## src/rtl/i2c_reg_write_master.sv

```systemverilog
`timescale 1ns/1ps
`default_nettype none
// ============================================================================
// Module   : i2c_reg_write_master
// Brief    : I2C/SCCB master for single-register writes: START, addr+W, reg,
//            data, STOP, with an ACK check on every byte. Optional macro
//            I2C_CLK_STRETCH_EN lets a slave stretch SCL.
// Revision : 1.0
// ============================================================================
module i2c_reg_write_master #(
  parameter int unsigned CLK_HZ    = 50_000_000,
  parameter int unsigned SCL_HZ    = 100_000,
  parameter logic [6:0]  DEV_ADDR7 = 7'h21
) (
  input  logic       clk,
  input  logic       rst_n,
  input  logic       cmd_valid,
  output logic       cmd_ready,
  input  logic [7:0] cmd_reg,
  input  logic [7:0] cmd_data,
  output logic       busy,
  output logic       done,
  output logic       nack,
  output logic       scl_oe,
  output logic       sda_oe,
  input  logic       scl_i,
  input  logic       sda_i
);

  localparam int unsigned QTR   = CLK_HZ / (4 * SCL_HZ);
  localparam int unsigned QW    = $clog2(QTR);
  localparam logic [QW-1:0] QLAST = QW'(QTR - 1);

  typedef enum logic [2:0] {
    S_IDLE  = 3'd0,
    S_START = 3'd1,
    S_BYTE  = 3'd2,
    S_ACK   = 3'd3,
    S_STOP  = 3'd4,
    S_DONE  = 3'd5
  } state_t;

  state_t        r_state;
  logic [QW-1:0] r_qcnt;
  logic [1:0]    r_qph;
  logic [2:0]    r_bit;
  logic [1:0]    r_byte_idx;
  logic [7:0]    r_shift;
  logic [7:0]    r_reg;
  logic [7:0]    r_data;
  logic [1:0]    r_sda_s;
  logic          w_hold;
  logic          w_qend;
  logic          w_scl_pull;
  logic          w_sda_pull;

`ifdef I2C_CLK_STRETCH_EN
  logic [1:0] r_scl_s;

  always_ff @(posedge clk or negedge rst_n) begin
    if (!rst_n) r_scl_s <= 2'b11;
    else        r_scl_s <= {r_scl_s[0], scl_i};
  end

  // Freeze the quarter counter at the start of q2 until SCL is really high.
  assign w_hold = (r_qph == 2'd2) && (r_qcnt == '0) && !r_scl_s[1] &&
                  ((r_state == S_BYTE) || (r_state == S_ACK) || (r_state == S_STOP));
`else
  logic w_unused_scl;
  assign w_unused_scl = scl_i;
  assign w_hold       = 1'b0;
`endif

  assign w_qend = (r_qcnt == QLAST) && !w_hold;

  // Pad drive as a function of phase; registered below, so pads trail the
  // state by one clk uniformly and every relative edge ordering is kept.
  always_comb begin
    w_scl_pull = 1'b0;
    w_sda_pull = 1'b0;
    case (r_state)
      S_START: begin
        w_scl_pull = r_qph[1];
        w_sda_pull = 1'b1;
      end
      S_BYTE: begin
        w_scl_pull = ~r_qph[1];
        w_sda_pull = ~r_shift[7];
      end
      S_ACK: begin
        w_scl_pull = ~r_qph[1];
        w_sda_pull = 1'b0;
      end
      S_STOP: begin
        w_scl_pull = (r_qph == 2'd0);
        w_sda_pull = ~r_qph[1];
      end
      default: begin
        w_scl_pull = 1'b0;
        w_sda_pull = 1'b0;
      end
    endcase
  end

  always_ff @(posedge clk or negedge rst_n) begin
    if (!rst_n) begin
      r_state    <= S_IDLE;
      r_qcnt     <= '0;
      r_qph      <= 2'd0;
      r_bit      <= 3'd0;
      r_byte_idx <= 2'd0;
      r_shift    <= 8'h00;
      r_reg      <= 8'h00;
      r_data     <= 8'h00;
      r_sda_s    <= 2'b11;
      cmd_ready  <= 1'b1;
      busy       <= 1'b0;
      done       <= 1'b0;
      nack       <= 1'b0;
      scl_oe     <= 1'b0;
      sda_oe     <= 1'b0;
    end else begin
      r_sda_s <= {r_sda_s[0], sda_i};
      scl_oe  <= w_scl_pull;
      sda_oe  <= w_sda_pull;
      done    <= 1'b0;

      if (busy && !w_hold) begin
        r_qcnt <= (r_qcnt == QLAST) ? '0 : r_qcnt + 1'b1;
      end
      if (busy && w_qend) begin
        r_qph <= r_qph + 2'd1;
      end

      case (r_state)
        S_IDLE: begin
          if (cmd_valid && cmd_ready) begin
            r_shift    <= {DEV_ADDR7, 1'b0};
            r_reg      <= cmd_reg;
            r_data     <= cmd_data;
            r_byte_idx <= 2'd0;
            r_bit      <= 3'd0;
            r_qcnt     <= '0;
            r_qph      <= 2'd0;
            nack       <= 1'b0;
            cmd_ready  <= 1'b0;
            busy       <= 1'b1;
            r_state    <= S_START;
          end
        end

        S_START: begin
          if (w_qend && (r_qph == 2'd3)) r_state <= S_BYTE;
        end

        S_BYTE: begin
          if (w_qend && (r_qph == 2'd3)) begin
            if (r_bit == 3'd7) begin
              r_state <= S_ACK;
            end else begin
              r_bit   <= r_bit + 3'd1;
              r_shift <= {r_shift[6:0], 1'b0};
            end
          end
        end

        S_ACK: begin
          if (w_qend && (r_qph == 2'd2) && r_sda_s[1]) nack <= 1'b1;
          // nack can only be set by this byte: any earlier NACK already ended the frame.
          if (w_qend && (r_qph == 2'd3)) begin
            r_bit <= 3'd0;
            if (nack || (r_byte_idx == 2'd2)) begin
              r_state <= S_STOP;
            end else begin
              r_byte_idx <= r_byte_idx + 2'd1;
              r_shift    <= (r_byte_idx == 2'd0) ? r_reg : r_data;
              r_state    <= S_BYTE;
            end
          end
        end

        S_STOP: begin
          if (w_qend && (r_qph == 2'd3)) begin
            busy    <= 1'b0;
            done    <= 1'b1;
            r_state <= S_DONE;
          end
        end

        S_DONE: begin
          cmd_ready <= 1'b1;
          r_state   <= S_IDLE;
        end

        default: begin
          r_state <= S_IDLE;
        end
      endcase
    end
  end

endmodule
`default_nettype wire

```

## config.mk

```make
export PLATFORM = sky130hd
export DESIGN_NAME = i2c_reg_write_master
export DESIGN_NICKNAME = d
export VERILOG_FILES = /design/src/rtl/i2c_reg_write_master.sv
export SDC_FILE = /design/constraint.sdc
export NUM_CORES = 1
export LEC_CHECK = 0
export BUFFER_PORTS_ARGS = -buffer_cell sky130_fd_sc_hd__buf_2
export CAP_MARGIN = 15
export CORE_UTILIZATION = 62
export DETAILED_ROUTE_END_ITERATION = 8
export PLACE_DENSITY = 0.9
export RECOVER_POWER = 25
export SLEW_MARGIN = 20
export SYNTH_ARGS = -nofsm -noshare
export SYNTH_HDL_FRONTEND = slang
export SYNTH_SLANG_ARGS = --single-unit
```

## constraint.sdc

```tcl
create_clock -name clk -period 3.9 [get_ports clk]
set_input_delay 0.585 -clock clk [delete_from_list [all_inputs] [get_ports clk]]
set_output_delay 0.585 -clock clk [all_outputs]
set_load 0.01 [all_outputs]
```

==> results.py, run 1 <==
metrics = {
    "status": {
        "outcome": "finished, violations left",
        "violations": "max-capacitance violations, max-slew violations",
    },
    "synthesis": {
        "ys_ff_latch": 49,
        "synth_area_leader_cell": "dfrtp_1",
        "synthArstFlopShare_pct": 100,
        "synth_area_per_cell_um2": 11.2,
        "syn_inst": 222,
        "yosys.cell_types.count": 40,
        "synth_fp_nets": 252,
        "synth_common_cells": "dfrtp_1 (46), nor2_1 (23), nand2_1 (21)",
        "synth_area_leaders": "dfrtp_1 (46%), mux2_2 (7.3%), mux2_4 (4.8%), ha_1 (4.5%), mux2i_1 (4.0%)",
        "synthesis.area_um2": 2480,
        "synth.top_cell.area_share_pct": 46.4,
        "yosysSeqAreaShare_pct": 49.6,
        "ys.flop_type": "dfrtp_1",
        "synth_edf_count": 0,
        "synth_most_common_cell": "dfrtp_1",
        "yosysWarnings": 0,
    },
    "finish": {
        "nets": 275,
        "layoutNonFillerInstCount": 294,
        "area_growth_pct": 9.79,
        "fin_util_pct": 72.7,
        "drive_above_1_share_pct": 27.6,
        "antenna_cells": 0,
        "final_cell_area_um2": 2720,
    },
    "die": {
        "die_y_um": 65.2,
        "dieArea_um2": 4250,
        "die_width_um": 65.2,
        "initial_core_util_pct": 66.2,
        "core_area_um2": 3740,
        "ios": 27,
        "fp-row-count": 22,
    },
    "clock_network": {
        "post_cts_buffers": 0,
        "cts_resized": 0,
        "cts-root-buf": "clkbuf_8",
        "htreeDepth": 2,
        "cts_hold_buf": 0,
        "path_clk_slew_ps": 80,
        "clock_tree.buffer_depth": 2,
        "cts_made_buffers": 5,
        "clock-sinks": 49,
        "cts_tree": "done",
        "clk_latency_ps": 300,
    },
    "detailed_routing": {
        "drcViolationCount": 0,
        "vias": 1679,
        "wl_per_cell_um": 15.4,
        "dr.pass1.iters": 4,
        "ant_nets": 0,
        "routed_via_density": 5.71,
        "wl_mm": 4.54,
        "first_iter_violations": 89,
    },
    "setup_path": {
        "endpoint_kind": "asynchronous set/reset pin",
        "crit_buf_inv": 1,
        "critical-path-top-delay-family": "buffers and inverters",
        "crit_path_start_kind": "primary input",
        "max_stage_delay_ps": 1780,
        "criticalPathCategory": "primary input to asynchronous set/reset pin",
        "cp_max_fo": 49,
        "required_ps": 3780,
        "cp_slowest_cell": "clkbuf_1",
        "worstPathCellList": "clkbuf_1",
        "arrival_ps": 2390,
    },
    "grt": {
        "grt_pass1_wl_mm": 7.77,
        "grtUsageTotal_pct": 24.4,
        "grt_max_degree": 50,
        "antenna_found_initial": 0,
        "grt_overflow": 0,
        "grt_pass1_vias": 1719,
    },
    "place": {
        "gp_congestion": 0.841,
        "portBuffers": 25,
        "dpl-instance-area_um2": 2620,
        "dp_hpwl_mm": 3.17,
        "dp_cells": 286,
        "pre_cts_slack_ps": 1460,
    },
    "power_and_ir_drop": {
        "power_leakage_nw": 1.32,
        "ir_drop_mv": 0.251,
        "power_density_nw_per_um2": 311,
    },
    "sta": {
        "worst_slack_ps": 1390,
        "rsz0062_at_grt": "no",
        "hold_violations": 0,
        "fin_setup_tns_ps": 0,
        "max_freq_ghz": 0.399,
        "slew_headroom_pct": -70.0,
        "layout_min_cycle_time_ps": 2510,
        "skew_ps": 9.31,
        "worst_pin_slew_ps": 2550,
        "setup_violations": 0,
        "period_share_pct": 64.3,
        "drv_slew": 50,
    },
    "run": {
        "maxCapViolCount": 1,
    },
    "hold_path": {
        "hold_path.class": "flip-flop to flip-flop",
    },
}
==> worst paths after layout <==
| check | startpoint | to | slack (ps) | depth (start not counted) |
|---|---|---|---|---|
| hold reg to reg | r_sda_s[0]$_DFF_PN1_ | r_sda_s[1]$_DFF_PN1_ | 360 | 0 |
| hold / removal | r_sda_s[0]$_DFF_PN1_ | r_sda_s[1]$_DFF_PN1_ | 360 | 0 |
| min in group asynchronous | rst_n | r_qcnt[4]$_DFF_PN0_ | 1070 | 1 |
| max in group clk | r_state[0]$_DFFE_PN0P_ | r_shift[0]$_DFFE_PN0P_ | 1430 | 4 |
| setup / recovery | rst_n | r_shift[7]$_DFFE_PN0P_ | 1390 | 1 |
| setup reg to reg | r_state[0]$_DFFE_PN0P_ | r_shift[0]$_DFFE_PN0P_ | 1430 | 4 |
==> per-stage QoR <==
step	power, W	hold slack (ps)
final	0.000847	361
after floorplan	0.000520	289
after CTS	0.000854	362
after global routing	0.000873	367
after global placement	0.000539	346
after detailed placement	0.000539	350
==> layout make-up <==
| cell class | count | area [um2] |
|---|---|---|
| Clock buffer | 7 | 96.3 |
| Clock inverter | 1 | 5.00 |
| Fill cell | 263 | 1020 |
| Inverter | 9 | 33.8 |
| Multi-Input combinational cell | 154 | 1160 |
| Sequential cell | 49 | 1230 |
| Tap cell | 48 | 60.1 |
| Timing Repair Buffer | 26 | 131 |
==> layout by cell type, fill, tap and decap left out, types with 2 or more instances in the layout <==
cell      count
a21oi_1       4
buf_2        24
mux2_4        8
inv_1         9
nor2b_1       2
ha_1          9
o211ai_1      2
xnor2_1       4
nand3_1       6
nor2_1       23
a211oi_1      5
nand2_1      21
clkbuf_8      7
mux2_2       16
a31oi_1       2
nor2_2        2
nor3_1        3
nand2b_1      3
dfstp_2       3
o21ai_0      11
mux2i_1      10
mux2_1        3
nand4_1       2
xor2_1        3
nand2_2       2
nor3b_1       2
dfrtp_1      46
==> cell families (layout without fill, tap and decap cells) <==
| group | count (synthesis) | count (layout) | synth area share (%) |
|---|---|---|---|
| AOI/OAI and AO/OA | 32 | 32 | 8.99 |
| xor gates and xnor gates | 7 | 7 | 2.47 |
| adders and majority gates | 9 | 9 | 4.54 |
| buffers and inverters | 19 | 43 | 3.38 |
| DFF | 49 | 49 | 49.6 |
| muxes | 37 | 37 | 17.5 |
| and+or+nand+nor | 69 | 69 | 13.5 |
==> worst reg2reg max path, stage by stage, from the launching register on <==
cell and delay, ps:
dfrtp_1 1040, nor2_2 160, nand3_1 270, a221o_1 540, mux2_4 350
==> power by group <==
part | leakage [nW] | total [W] | internal, W | switching [W]
Combinational | 0.633 | 0.0000185 | 0.00000654 | 0.0000119
Sequential | 0.633 | 0.000510 | 0.000509 | 0.000000292
Clock | 0.0542 | 0.000318 | 0.000160 | 0.000158
==> per-layer routing <==
layer,vias up,track usage (%),wire [um]
met5,-,0,0
met4,0,10.1,70
met3,7,6.08,178
met2,42,38.9,2260
met1,823,31.7,2030
li1,807,-,-
Power figures use the tool's default switching activity.
==> run 2: changes to the inputs <==
--- a/config.mk
+++ b/config.mk
@@ -5,11 +5,12 @@
 export SDC_FILE = /design/constraint.sdc
 export NUM_CORES = 1
 export LEC_CHECK = 0
+export ABC_AREA = 1
 export BUFFER_PORTS_ARGS = -buffer_cell sky130_fd_sc_hd__buf_2
 export CAP_MARGIN = 15
-export CORE_UTILIZATION = 62
+export CORE_UTILIZATION = 58
 export DETAILED_ROUTE_END_ITERATION = 8
-export PLACE_DENSITY = 0.9
+export PLACE_DENSITY = 0.85
 export RECOVER_POWER = 25
 export SLEW_MARGIN = 20
 export SYNTH_ARGS = -nofsm -noshare
==> constraint.sdc (replaced) <==
create_clock -name clk -period 2.6 [get_ports clk]
set_input_delay 0.39 -clock clk [delete_from_list [all_inputs] [get_ports clk]]
set_output_delay 0.39 -clock clk [all_outputs]
set_load 0.01 [all_outputs]
==> run 2 against run 1 <==
Critical path type is now flip-flop to flip-flop. The flow now finishes without violations. Power up 49%. Sequential power is 50% higher. Synthesized cell count increased by 33%. Via count up 14%. Largest power group unchanged.
==> results.py, run 2 <==
metrics = {
    "setup_path": {
        "cp_max_fo": 12,
        "worstReg2RegStart": "r_byte_idx[0]$_DFFE_PN0P_",
        "max_stage_delay_ps": 360,
        "crit_start": "r_byte_idx[0]$_DFFE_PN0P_",
        "worstPathCellList": "inv_1 -> ha_1 -> or2_2 -> nand2_4 -> nand2_2 -> a21oi_4 -> nand2_1 -> nand2_1 -> nand2_1",
        "cp_slowest_cell": "dfrtp_1",
        "arrival_ps": 2020,
        "crit_path_start_kind": "flip-flop",
        "cpMostUsedCell": "nand2_1",
        "required_ps": 2810,
        "endpoint_kind": "flip-flop",
        "criticalPathCategory": "flip-flop to flip-flop",
    },
    "detailed_routing": {
        "drcViolationCount": 0,
        "wl_mm": 4.56,
        "top_layer": "met4",
        "dr.pass1.iters": 5,
        "met2_length_mm": 2.19,
        "dr_wl_met3_um": 168,
        "vias": 1922,
        "ant_nets": 0,
        "wl_per_cell_um": 12.2,
        "wl_met1_mm": 2.10,
        "first_iter_violations": 76,
        "routed_via_density": 5.15,
    },
    "die": {
        "ios": 27,
        "die_width_um": 68.0,
        "fp-row-count": 23,
        "core_area_um2": 4090,
        "dieArea_um2": 4620,
        "initial_core_util_pct": 61.8,
        "die_y_um": 68.0,
    },
    "finish": {
        "final_common_cell": "nand2_1",
        "drive_above_1_share_pct": 20.1,
        "final_cell_mix": "nand2_1 (103), dfrtp_1 (46), buf_2 (24)",
        "antenna_cells": 0,
        "area_growth_pct": 9.56,
        "final_cell_area_um2": 2770,
        "nets": 352,
        "n_fill_cell": 337,
    },
    "sta": {
        "worst_pin_slew_ps": 1200,
        "period_share_pct": 69.6,
        "worst_slack_ps": 791,
        "skew_ps": 6.07,
        "whs_ps": 165,
        "max_freq_ghz": 0.553,
        "setup_violations": 0,
        "rsz0062_at_grt": "no",
        "fin_setup_tns_ps": 0,
        "slew_headroom_pct": 19.8,
        "drv_slew": 0,
        "hold_violations": 0,
        "layout_min_cycle_time_ps": 1810,
    },
    "synthesis": {
        "synth-simple-area-share_pct": 30.2,
        "ys_ff_latch": 49,
        "synthArstFlopShare_pct": 100,
        "yosysWarnings": 0,
        "yosys.cell_types.count": 40,
        "synthesis.area_um2": 2530,
        "synth_area_leader_cell": "dfrtp_1",
        "synth_area_leaders": "dfrtp_1 (46%), nand2_1 (15%), ha_1 (4.5%), o21ai_0 (3.8%), inv_1 (3.4%)",
        "synth-compound-area-share_pct": 9.71,
        "synth_common_cells": "nand2_1 (103), dfrtp_1 (46), inv_1 (23)",
        "synth_fp_nets": 325,
        "synth.top_cell.area_share_pct": 45.6,
        "synth_edf_count": 0,
        "synth_top_family_by_area": "simple AND/OR/NAND/NOR gates",
        "syn_inst": 295,
        "synth_fa_ha_area_share_pct": 4.46,
        "yosysSeqAreaShare_pct": 48.7,
        "synth_area_per_cell_um2": 8.56,
        "synth_most_common_cell": "nand2_1",
        "synthMuxAreaShare_pct": 0,
        "synth-xor-area-share_pct": 0.693,
        "ys.flop_type": "dfrtp_1",
    },
    "clock_network": {
        "path_clk_slew_ps": 90,
        "cts_made_buffers": 5,
        "htreeDepth": 2,
        "post_cts_buffers": 0,
        "cts-root-buf": "clkbuf_8",
        "cts_tree": "done",
        "clock-sinks": 49,
        "cts_hold_buf": 0,
        "cts_resized": 0,
        "clock_tree.buffer_depth": 2,
        "clk_latency_ps": 310,
    },
    "grt": {
        "grt_pass1_vias": 1741,
        "grt_overflow": 0,
        "grt_pass1_wl_mm": 7.79,
        "antenna_found_initial": 0,
        "grtUsageTotal_pct": 23.4,
        "grt_max_degree": 29,
    },
    "place": {
        "dp_hpwl_mm": 3.30,
        "dpl-instance-area_um2": 2680,
        "pre_cts_slack_ps": 813,
        "portBuffers": 25,
        "gp_congestion": 0.890,
    },
    "power_and_ir_drop": {
        "p_total_w": 0.00126,
        "power_density_nw_per_um2": 455,
        "power_leakage_nw": 1.47,
        "ir_drop_mv": 0.290,
    },
    "run": {
        "maxCapViolCount": 0,
    },
    "status": {
        "outcome": "finished, final reports clean",
    },
    "hold_path": {
        "hold_path.class": "primary input to flip-flop",
        "min-delay-start": "sda_i",
    },
}
-- run 2: cell count changes after synthesis, sizes merged, moves of 3 or more --
| cell | change |
|---|---|
| mux2 | -27 |
| nand2 | +87 |
| a21oi | +3 |
| nand2b | -3 |
| a211oi | -4 |
| o21ai | +11 |
| mux2i | -10 |
| nand3 | +14 |
| inv | +19 |
| xnor2 | -3 |
-- run 2: worst paths after layout --
| check | to | slack, ps | depth (start not counted) |
|---|---|---|---|
| min in group asynchronous | r_bit[2]$_DFFE_PN0P_ | 300 | 1 |
| worst min register to register | r_sda_s[1]$_DFF_PN1_ | 360 | 0 |
| worst min-delay path | r_sda_s[0]$_DFF_PN1_ | 170 | 1 |
| worst max-delay path | r_byte_idx[1]$_DFFE_PN0P_ | 790 | 9 |
| worst max register to register | r_byte_idx[1]$_DFFE_PN0P_ | 790 | 9 |
| max in group asynchronous | r_qcnt[6]$_DFF_PN0_ | 1040 | 2 |
-- run 2: routing by layer --
| metal | vias to the layer above | global-route usage [%] |
|---|---|---|
| li1 | 989 | - |
| met1 | 890 | 30.3 |
| met2 | 35 | 36.9 |
| met3 | 8 | 4.33 |
| met4 | 0 | 12.5 |
| met5 | - | 0 |
-- run 2: cell families (layout without fill, tap and decap cells) --
family,after synthesis,after routing
xor+xnor,2,2
compound gates,38,38
fa+ha+maj,9,9
buf+inv,35,63
simple gates,162,162
flops,49,49
-- run 2: layout make-up --
class,count,area [um2],area share [%]
Clock buffer,5,68.8,2.49
Clock inverter,3,25.0,0.904
Sequential cell,49,1230,44.4
Tap cell,50,62.6,2.26
Timing Repair Buffer,27,136,4.93
Inverter,28,108,3.89
Multi-Input combinational cell,211,1140,41.1
-- run 2: worst max-delay path, delay by kind of cell, from the launching register on --
kind / cells / cell delay, ps
AND/OR/NAND/NOR: 6 / 740
flip-flops: 1 / 360
AO/OA/AOI/OAI: 1 / 320
adder cells (fa/ha/maj): 1 / 200
buffers and inverters: 1 / 80
-- run 2: where the power goes --
group          internal, W  switching, W  total [W]  leakage (nW)
registers         0.000764   0.000000412   0.000765         0.613
clock network     0.000194      0.000274   0.000468        0.0447
logic            0.0000100     0.0000177  0.0000278         0.812
total             0.000969      0.000292    0.00126          1.47
-- run 2: stage by stage --
stage / util, % / std cells
floorplan: - / 295
global placement: 65.5 / 365
detailed placement: 65.5 / 365
CTS: 67.8 / 373
global route: 67.7 / 373
finish: 67.7 / 373
